`src/rtl/divider_pkg.sv`:
```
// Shared definitions for the bit-serial restoring divider.
//   DEF_WIDTH : default divisor/remainder width (dividend/quotient are twice this)
//   DEF_CNT_W : iteration counter width for the default width
//   state_e   : divider control states
package divider_pkg;

  localparam int unsigned DEF_WIDTH = 192;
  localparam int unsigned DEF_CNT_W = $clog2(2 * DEF_WIDTH + 1);

  typedef enum logic {
    IDLE,
    RUN
  } state_e;

endpackage

```
`src/rtl/div_step.sv`:
```
// One restoring-division iteration: shift the next dividend bit into the partial
// remainder and subtract the divisor when it fits.
//   rem      : current partial remainder (always < d)
//   nbit     : next dividend bit, MSB first
//   d        : divisor
//   rem_next : updated partial remainder
//   qbit     : quotient bit produced by this iteration
module div_step #(
  parameter int unsigned WIDTH = 192
) (
  input  logic [WIDTH-1:0] rem,
  input  logic             nbit,
  input  logic [WIDTH-1:0] d,
  output logic [WIDTH-1:0] rem_next,
  output logic             qbit
);

  // t is one bit wider than the divisor so the compare cannot overflow.
  logic [WIDTH:0] t;

  assign t    = {rem, nbit};
  assign qbit = (t >= {1'b0, d});
  // When qbit=1 the true difference is < d, so modulo-2^WIDTH subtraction is exact.
  assign rem_next = qbit ? (t[WIDTH-1:0] - d) : t[WIDTH-1:0];

endmodule

```
`src/rtl/restoring_divider.sv`:
```
// Bit-serial restoring integer divider: 2*WIDTH-bit dividend / WIDTH-bit divisor,
// one quotient bit per clock.
//   clk   : clock, rising edge
//   rst   : synchronous active-low reset
//   start : one-cycle request, sampled only while busy=0
//   n, d  : dividend / divisor, captured on the accepted start edge
//   busy  : division in progress
//   done  : one-cycle pulse, q/r/dz valid
//   q, r  : quotient / remainder, held until overwritten by the next result
//   dz    : divide-by-zero flag for the last operation
module restoring_divider
  import divider_pkg::*;
#(
  parameter int unsigned WIDTH = DEF_WIDTH,
  parameter int unsigned CNT_W = $clog2(2 * WIDTH + 1)
) (
  input  logic               clk,
  input  logic               rst,
  input  logic               start,
  input  logic [2*WIDTH-1:0] n,
  input  logic [WIDTH-1:0]   d,
  output logic               busy,
  output logic               done,
  output logic [2*WIDTH-1:0] q,
  output logic [WIDTH-1:0]   r,
  output logic               dz
);

  localparam int unsigned NW = 2 * WIDTH;
  localparam logic [CNT_W-1:0] LastCnt = CNT_W'(NW - 1);

  state_e           state_q, state_d;
  logic [CNT_W-1:0] cnt_q, cnt_d;
  // Dividend shifts out of the MSB while quotient bits fill in from the LSB.
  logic [NW-1:0]    sreg_q, sreg_d;
  // Remainder stays below d after each step, so WIDTH bits hold it; the widened
  // intermediate lives inside div_step.
  logic [WIDTH-1:0] rem_q, rem_d;
  logic [WIDTH-1:0] dreg_q, dreg_d;
  logic [NW-1:0]    q_q, q_d;
  logic [WIDTH-1:0] r_q, r_d;
  logic             dz_q, dz_d;
  logic             done_q, done_d;
  // Divide-by-zero request seen; result is published on the following edge.
  logic             dzp_q, dzp_d;

  logic [WIDTH-1:0] step_rem;
  logic             step_qbit;

  div_step #(
    .WIDTH(WIDTH)
  ) u_step (
    .rem     (rem_q),
    .nbit    (sreg_q[NW-1]),
    .d       (dreg_q),
    .rem_next(step_rem),
    .qbit    (step_qbit)
  );

  always_comb begin
    state_d = state_q;
    cnt_d   = cnt_q;
    sreg_d  = sreg_q;
    rem_d   = rem_q;
    dreg_d  = dreg_q;
    q_d     = q_q;
    r_d     = r_q;
    dz_d    = dz_q;
    done_d  = 1'b0;
    dzp_d   = 1'b0;
    unique case (state_q)
      IDLE: begin
        if (dzp_q) begin
          done_d = 1'b1;
          dz_d   = 1'b1;
          q_d    = '1;
          r_d    = sreg_q[WIDTH-1:0];
        end else if (start) begin
          sreg_d = n;
          if (d != '0) begin
            dreg_d  = d;
            rem_d   = '0;
            cnt_d   = '0;
            dz_d    = 1'b0;
            state_d = RUN;
          end else begin
            dzp_d = 1'b1;
          end
        end
      end
      RUN: begin
        rem_d  = step_rem;
        sreg_d = {sreg_q[NW-2:0], step_qbit};
        cnt_d  = cnt_q + 1'b1;
        if (cnt_q == LastCnt) begin
          q_d     = {sreg_q[NW-2:0], step_qbit};
          r_d     = step_rem;
          done_d  = 1'b1;
          state_d = IDLE;
        end
      end
      default: state_d = IDLE;
    endcase
  end

  always_ff @(posedge clk) begin
    if (!rst) begin
      state_q <= IDLE;
      cnt_q   <= '0;
      sreg_q  <= '0;
      rem_q   <= '0;
      dreg_q  <= '0;
      q_q     <= '0;
      r_q     <= '0;
      dz_q    <= 1'b0;
      done_q  <= 1'b0;
      dzp_q   <= 1'b0;
    end else begin
      state_q <= state_d;
      cnt_q   <= cnt_d;
      sreg_q  <= sreg_d;
      rem_q   <= rem_d;
      dreg_q  <= dreg_d;
      q_q     <= q_d;
      r_q     <= r_d;
      dz_q    <= dz_d;
      done_q  <= done_d;
      dzp_q   <= dzp_d;
    end
  end

  assign busy = (state_q == RUN);
  assign done = done_q;
  assign q    = q_q;
  assign r    = r_q;
  assign dz   = dz_q;

endmodule

```
`config.mk`:
```
export PLATFORM = sky130hd
export DESIGN_NAME = restoring_divider
export DESIGN_NICKNAME = d
export VERILOG_FILES = /design/src/rtl/divider_pkg.sv /design/src/rtl/div_step.sv /design/src/rtl/restoring_divider.sv
export SDC_FILE = /design/constraint.sdc
export NUM_CORES = 2
export LEC_CHECK = 0
export ABC_AREA = 1
export CAP_MARGIN = 30
export CORE_AREA = 2 2 449 451
export DETAILED_ROUTE_END_ITERATION = 8
export DIE_AREA = 0 0 451 453
export HOLD_SLACK_MARGIN = 0.02
export PLACE_DENSITY = 0.73
export REMOVE_ABC_BUFFERS = 1
export SLEW_MARGIN = 10
export SYNTH_ARGS = -nofsm -noshare
export SYNTH_HDL_FRONTEND = slang
export SYNTH_HIERARCHICAL = 1
export SYNTH_SLANG_ARGS = --single-unit
```
`constraint.sdc`:
```
create_clock -name clk -period 3.8 [get_ports clk]
set_input_delay 0.38 -clock clk [delete_from_list [all_inputs] [get_ports clk]]
set_output_delay 0.38 -clock clk [all_outputs]
set_load 0.01 [all_outputs]
```
==> results_tabular.tex <==
\begin{tabular}{lr}
\hline
Metric & Value \\
\hline
\multicolumn{2}{l}{\textbf{Global routing}} \\
Wire length of the first global-routing pass & 527000 µm \\
Overall routing resource usage & 0.344 \\
Largest net degree at the start of global routing & 204 \\
Number of antenna violations at the first check in global routing & 65 \\
Global-route congestion overflow total & 0 \\
Via count of the first global-routing pass & 79.8k \\
\multicolumn{2}{l}{\textbf{Finish}} \\
Fill cells & 20.5k \\
Share of layout cells above drive strength 1 & 0.0824 \\
Area growth syn-to-layout & 26.9\% \\
Nets@finish & 14.2k \\
Non-filler instance count after layout & 16.2k \\
Commonest cells after routing, fill and taps aside & 4010 x sky130\_fd\_sc\_hd\_\_nand2\_1, 1848 x sky130\_fd\_sc\_hd\_\_inv\_1, 1356 x sky130\_fd\_sc\_hd\_\_dfxtp\_1, 1210 x sky130\_fd\_sc\_hd\_\_nor2\_1, 1156 x sky130\_fd\_sc\_hd\_\_clkdlybuf4s50\_1 \\
Final core utilization & 0.500 \\
Most frequent standard cell in the layout excluding fill and tap cells & sky130\_fd\_sc\_hd\_\_nand2\_1 \\
Area of all placed cells without fillers & 0.0997 mm² \\
\multicolumn{2}{l}{\textbf{Synthesis}} \\
Synthesized area per cell & 6.37 µm² \\
Most common flop cell mapped by yosys & sky130\_fd\_sc\_hd\_\_dfxtp\_1 \\
Async S/R FF share, synth & 0 \\
Number of enable flip-flop cells after synthesis & 0 \\
Count of state elements after synthesis & 1357 \\
Distinct cell type count after synthesis & 43 \\
Share of the yosys chip area belonging to registers & 0.346 \\
Number of warning messages in the yosys log & 6 \\
Post-Syn Area & 0.0786 mm² \\
Gate count of the mapped netlist & 12.3k \\
\multicolumn{2}{l}{\textbf{Power and ir drop}} \\
Lkg Pwr & 45.7 nW \\
Fraction of power spent switching nets & 0.516 \\
Switching power & 39.6 mW \\
Share of power burned in registers & 0.213 \\
Design internal power & 37.2 mW \\
Clock share of power & 0.193 \\
Combinational power share & 0.594 \\
Maximum resistive drop on vdd & 0.596 mV \\
Power per standard cell area & 771 mW/mm² \\
Overall power & 76.8 mW \\
\multicolumn{2}{l}{\textbf{Route}} \\
Average wire per standard cell & 22.7 µm \\
Drt pass-1 iters & 7 \\
1st-iter DRT viols & 8489 \\
Total via count in the routed design & 85.1k \\
Residual DRC count & 0 \\
Ratio of routed vias to standard cells & 5.25 \\
Post-detailed-route count of antenna-violating nets & 0 \\
Final routed wirelength across all metal layers & 367000 µm \\
\multicolumn{2}{l}{\textbf{Min path}} \\
Hold Path Class & in -> reg \\
\multicolumn{2}{l}{\textbf{Placement}} \\
Cell Area, Placed & 0.0946 mm² \\
Worst slack at placement & 0.0322 ns \\
Final Wtd Congestion & 1.08 \\
Port Buffer Count & 1157 \\
Inst Count DP & 15.9k \\
Half-perimeter wire length of the detailed placement result & 294000 µm \\
\multicolumn{2}{l}{\textbf{STA}} \\
Transition time at the pin with the least slew margin & 1.02 ns \\
Clock skew & 0.0519 ns \\
Period Utilization, post-route & 0.958 \\
Final count of negative-setup-slack endpoints & 0 \\
Total count of max-transition violations in the final report & 0 \\
Final hold slack & 0.116 ns \\
Worst slew slack as a fraction of its limit & 0.323 \\
Number of hold-slack violations in the final timing report & 0 \\
Unrepaired setup endpoints after global routing & yes \\
Final critical-path setup slack & 0.159 ns \\
Max Freq & 275 MHz \\
Min Tclk post-route & 3.64 ns \\
Final sum of negative setup slack & 0 ns \\
\multicolumn{2}{l}{\textbf{Floorplan}} \\
Core area & 0.199 mm² \\
Starting utilization of the core area & 0.394 \\
I/O pin count & 1158 \\
Die width & 451 µm \\
Total Die Area & 0.204 mm² \\
Vertical die dimension & 453 µm \\
Row count & 164 \\
\multicolumn{2}{l}{\textbf{Clock tree}} \\
Clock tree from TritonCTS & built \\
Number of clock sinks & 1357 \\
Deepest level of the CTS H-tree & 4 \\
Number of setup buffers added after CTS & 0 \\
Root Buffer & sky130\_fd\_sc\_hd\_\_clkbuf\_16 \\
Clock latency at the later pin of the worst-skew pair & 0.84 ns \\
Total clock buffers created by CTS & 148 \\
Clock transition at the register clock pins on the worst setup and hold paths after CTS & 0.06 ns \\
Clock Path Buffers & 3 \\
\multicolumn{2}{l}{\textbf{Status}} \\
Status & finished, final reports clean \\
\multicolumn{2}{l}{\textbf{Worst setup path}} \\
Required time at the endpoint of the critical path & 4.54 ns \\
Critical path arrival & 4.38 ns \\
Endpoint class of the critical path & flop \\
Worst Setup Path Type & reg -> reg \\
Setup crit start kind & flop \\
Maximum net fanout on the critical path & 4 \\
\multicolumn{2}{l}{\textbf{Flow run}} \\
MaxCap Viol Count & 0 \\
\hline
\end{tabular}
[layer usage]
layer,vias to the layer above,track usage,wire length [µm]
met2,3255,0.575,170000
li1,41400,-,-
met4,44,0.205,25100
met3,767,0.0629,25200
met5,-,0,279
met1,39600,0.412,147000
[cells in the mapped netlist, types with 12 or more instances]
cell type	instances	area (µm²)
sky130_fd_sc_hd__a211oi_2	140	1750
sky130_fd_sc_hd__a21oi_1	478	2390
sky130_fd_sc_hd__a22oi_1	12	90.1
sky130_fd_sc_hd__a311oi_1	16	140
sky130_fd_sc_hd__a31oi_1	401	2510
sky130_fd_sc_hd__buf_1	21	78.8
sky130_fd_sc_hd__buf_2	182	911
sky130_fd_sc_hd__buf_4	38	285
sky130_fd_sc_hd__buf_6	53	597
sky130_fd_sc_hd__clkbuf_1	363	1360
sky130_fd_sc_hd__dfxtp_1	1357	27200
sky130_fd_sc_hd__ha_1	193	2410
sky130_fd_sc_hd__inv_1	1851	6950
sky130_fd_sc_hd__inv_2	37	139
sky130_fd_sc_hd__nand2_1	4013	15100
sky130_fd_sc_hd__nand3_1	381	1910
sky130_fd_sc_hd__nand4_1	241	1510
sky130_fd_sc_hd__nor2_1	1214	4560
sky130_fd_sc_hd__nor2_2	12	75.1
sky130_fd_sc_hd__nor3_1	42	210
sky130_fd_sc_hd__o21ai_0	883	4420
sky130_fd_sc_hd__o221a_2	234	2640
sky130_fd_sc_hd__xor2_1	110	963
[registers in the layout, indices dropped and copies added, names as in the netlist]
register	flops
q	384
busy	1
dreg_q	192
cnt_q	9
done	1
dzp_q	1
rem_q	192
sreg_q	384
r	192
dz	1
[path summary, 6_finish.rpt]
| check | slack, ns | startpoint | end | cells past startpoint |
|---|---|---|---|---|
| hold / removal | 0.12 | n[355] | sreg_q[355] | 3 |
| hold reg to reg | 0.48 | dreg_q[177] | dreg_q[177] | 2 |
| setup / recovery | 0.16 | dreg_q[46] | rem_q[147] | 21 |
| setup reg to reg | 0.16 | dreg_q[46] | rem_q[147] | 21 |
[cell type report]
class | instances | area, µm² | share of cell area
Inverter | 1890 | 7130 | 0.0715
Multi-Input combinational cell | 8424 | 41200 | 0.413
Sequential cell | 1357 | 27200 | 0.273
Clock inverter | 50 | 728 | 0.00731
Tap cell | 2656 | 3320 | 0.0333
Antenna cell | 33 | 82.6 | 0.000829
Clock buffer | 211 | 4260 | 0.0428
Timing Repair Buffer | 1590 | 15800 | 0.158
[critical path, cell delays in order, from the launching register on]
cell	delay (ns)
sky130_fd_sc_hd__dfxtp_1	0.33
sky130_fd_sc_hd__inv_1	0.06
sky130_fd_sc_hd__ha_1	0.42
sky130_fd_sc_hd__nand2_1	0.13
sky130_fd_sc_hd__nor2_1	0.24
sky130_fd_sc_hd__inv_1	0.09
sky130_fd_sc_hd__nor2_1	0.15
sky130_fd_sc_hd__inv_1	0.12
sky130_fd_sc_hd__nor2_1	0.40
sky130_fd_sc_hd__nand2_1	0.09
sky130_fd_sc_hd__inv_1	0.09
sky130_fd_sc_hd__nand3_1	0.14
sky130_fd_sc_hd__nand3_1	0.36
sky130_fd_sc_hd__nand2_1	0.10
sky130_fd_sc_hd__buf_4	0.18
sky130_fd_sc_hd__nand2_1	0.06
sky130_fd_sc_hd__nand2_1	0.05
sky130_fd_sc_hd__nand2_1	0.13
sky130_fd_sc_hd__nand2_1	0.08
sky130_fd_sc_hd__nand2_1	0.06
sky130_fd_sc_hd__nand2_1	0.07
sky130_fd_sc_hd__a21oi_1	0.19
[kinds of logic (layout without fill, tap and decap cells)]
logic type	Yosys count	count (layout)	synth area share
buf+inv	2547	3741	0.131
compound gates	2185	2185	0.179
fa+ha+maj	194	194	0.0310
other cells	0	33	0
flops	1357	1357	0.346
xor+xnor	112	112	0.0125
simple gates	5933	5933	0.300
[power by group through the flow]
stage	Sequential, mW	Combinational [mW]	Clock [mW]
5_1_grt	16.5	48.9	15.5
2_1_floorplan	15.8	13.1	0
3_3_place_gp	16.6	44.4	0
4_1_cts	16.3	44.5	15.0
6_report	16.4	45.6	14.8
3_5_place_dp	16.6	44.2	0
[what timing repair did]
item / CTS / global route
endpoints found under the setup margin: 0 / 348
hold buffers: 1 / 0
hold endpoints to repair: 1 / 0
gates resized for setup: 0 / 8
Note: power is estimated with default switching activity, not from simulation.
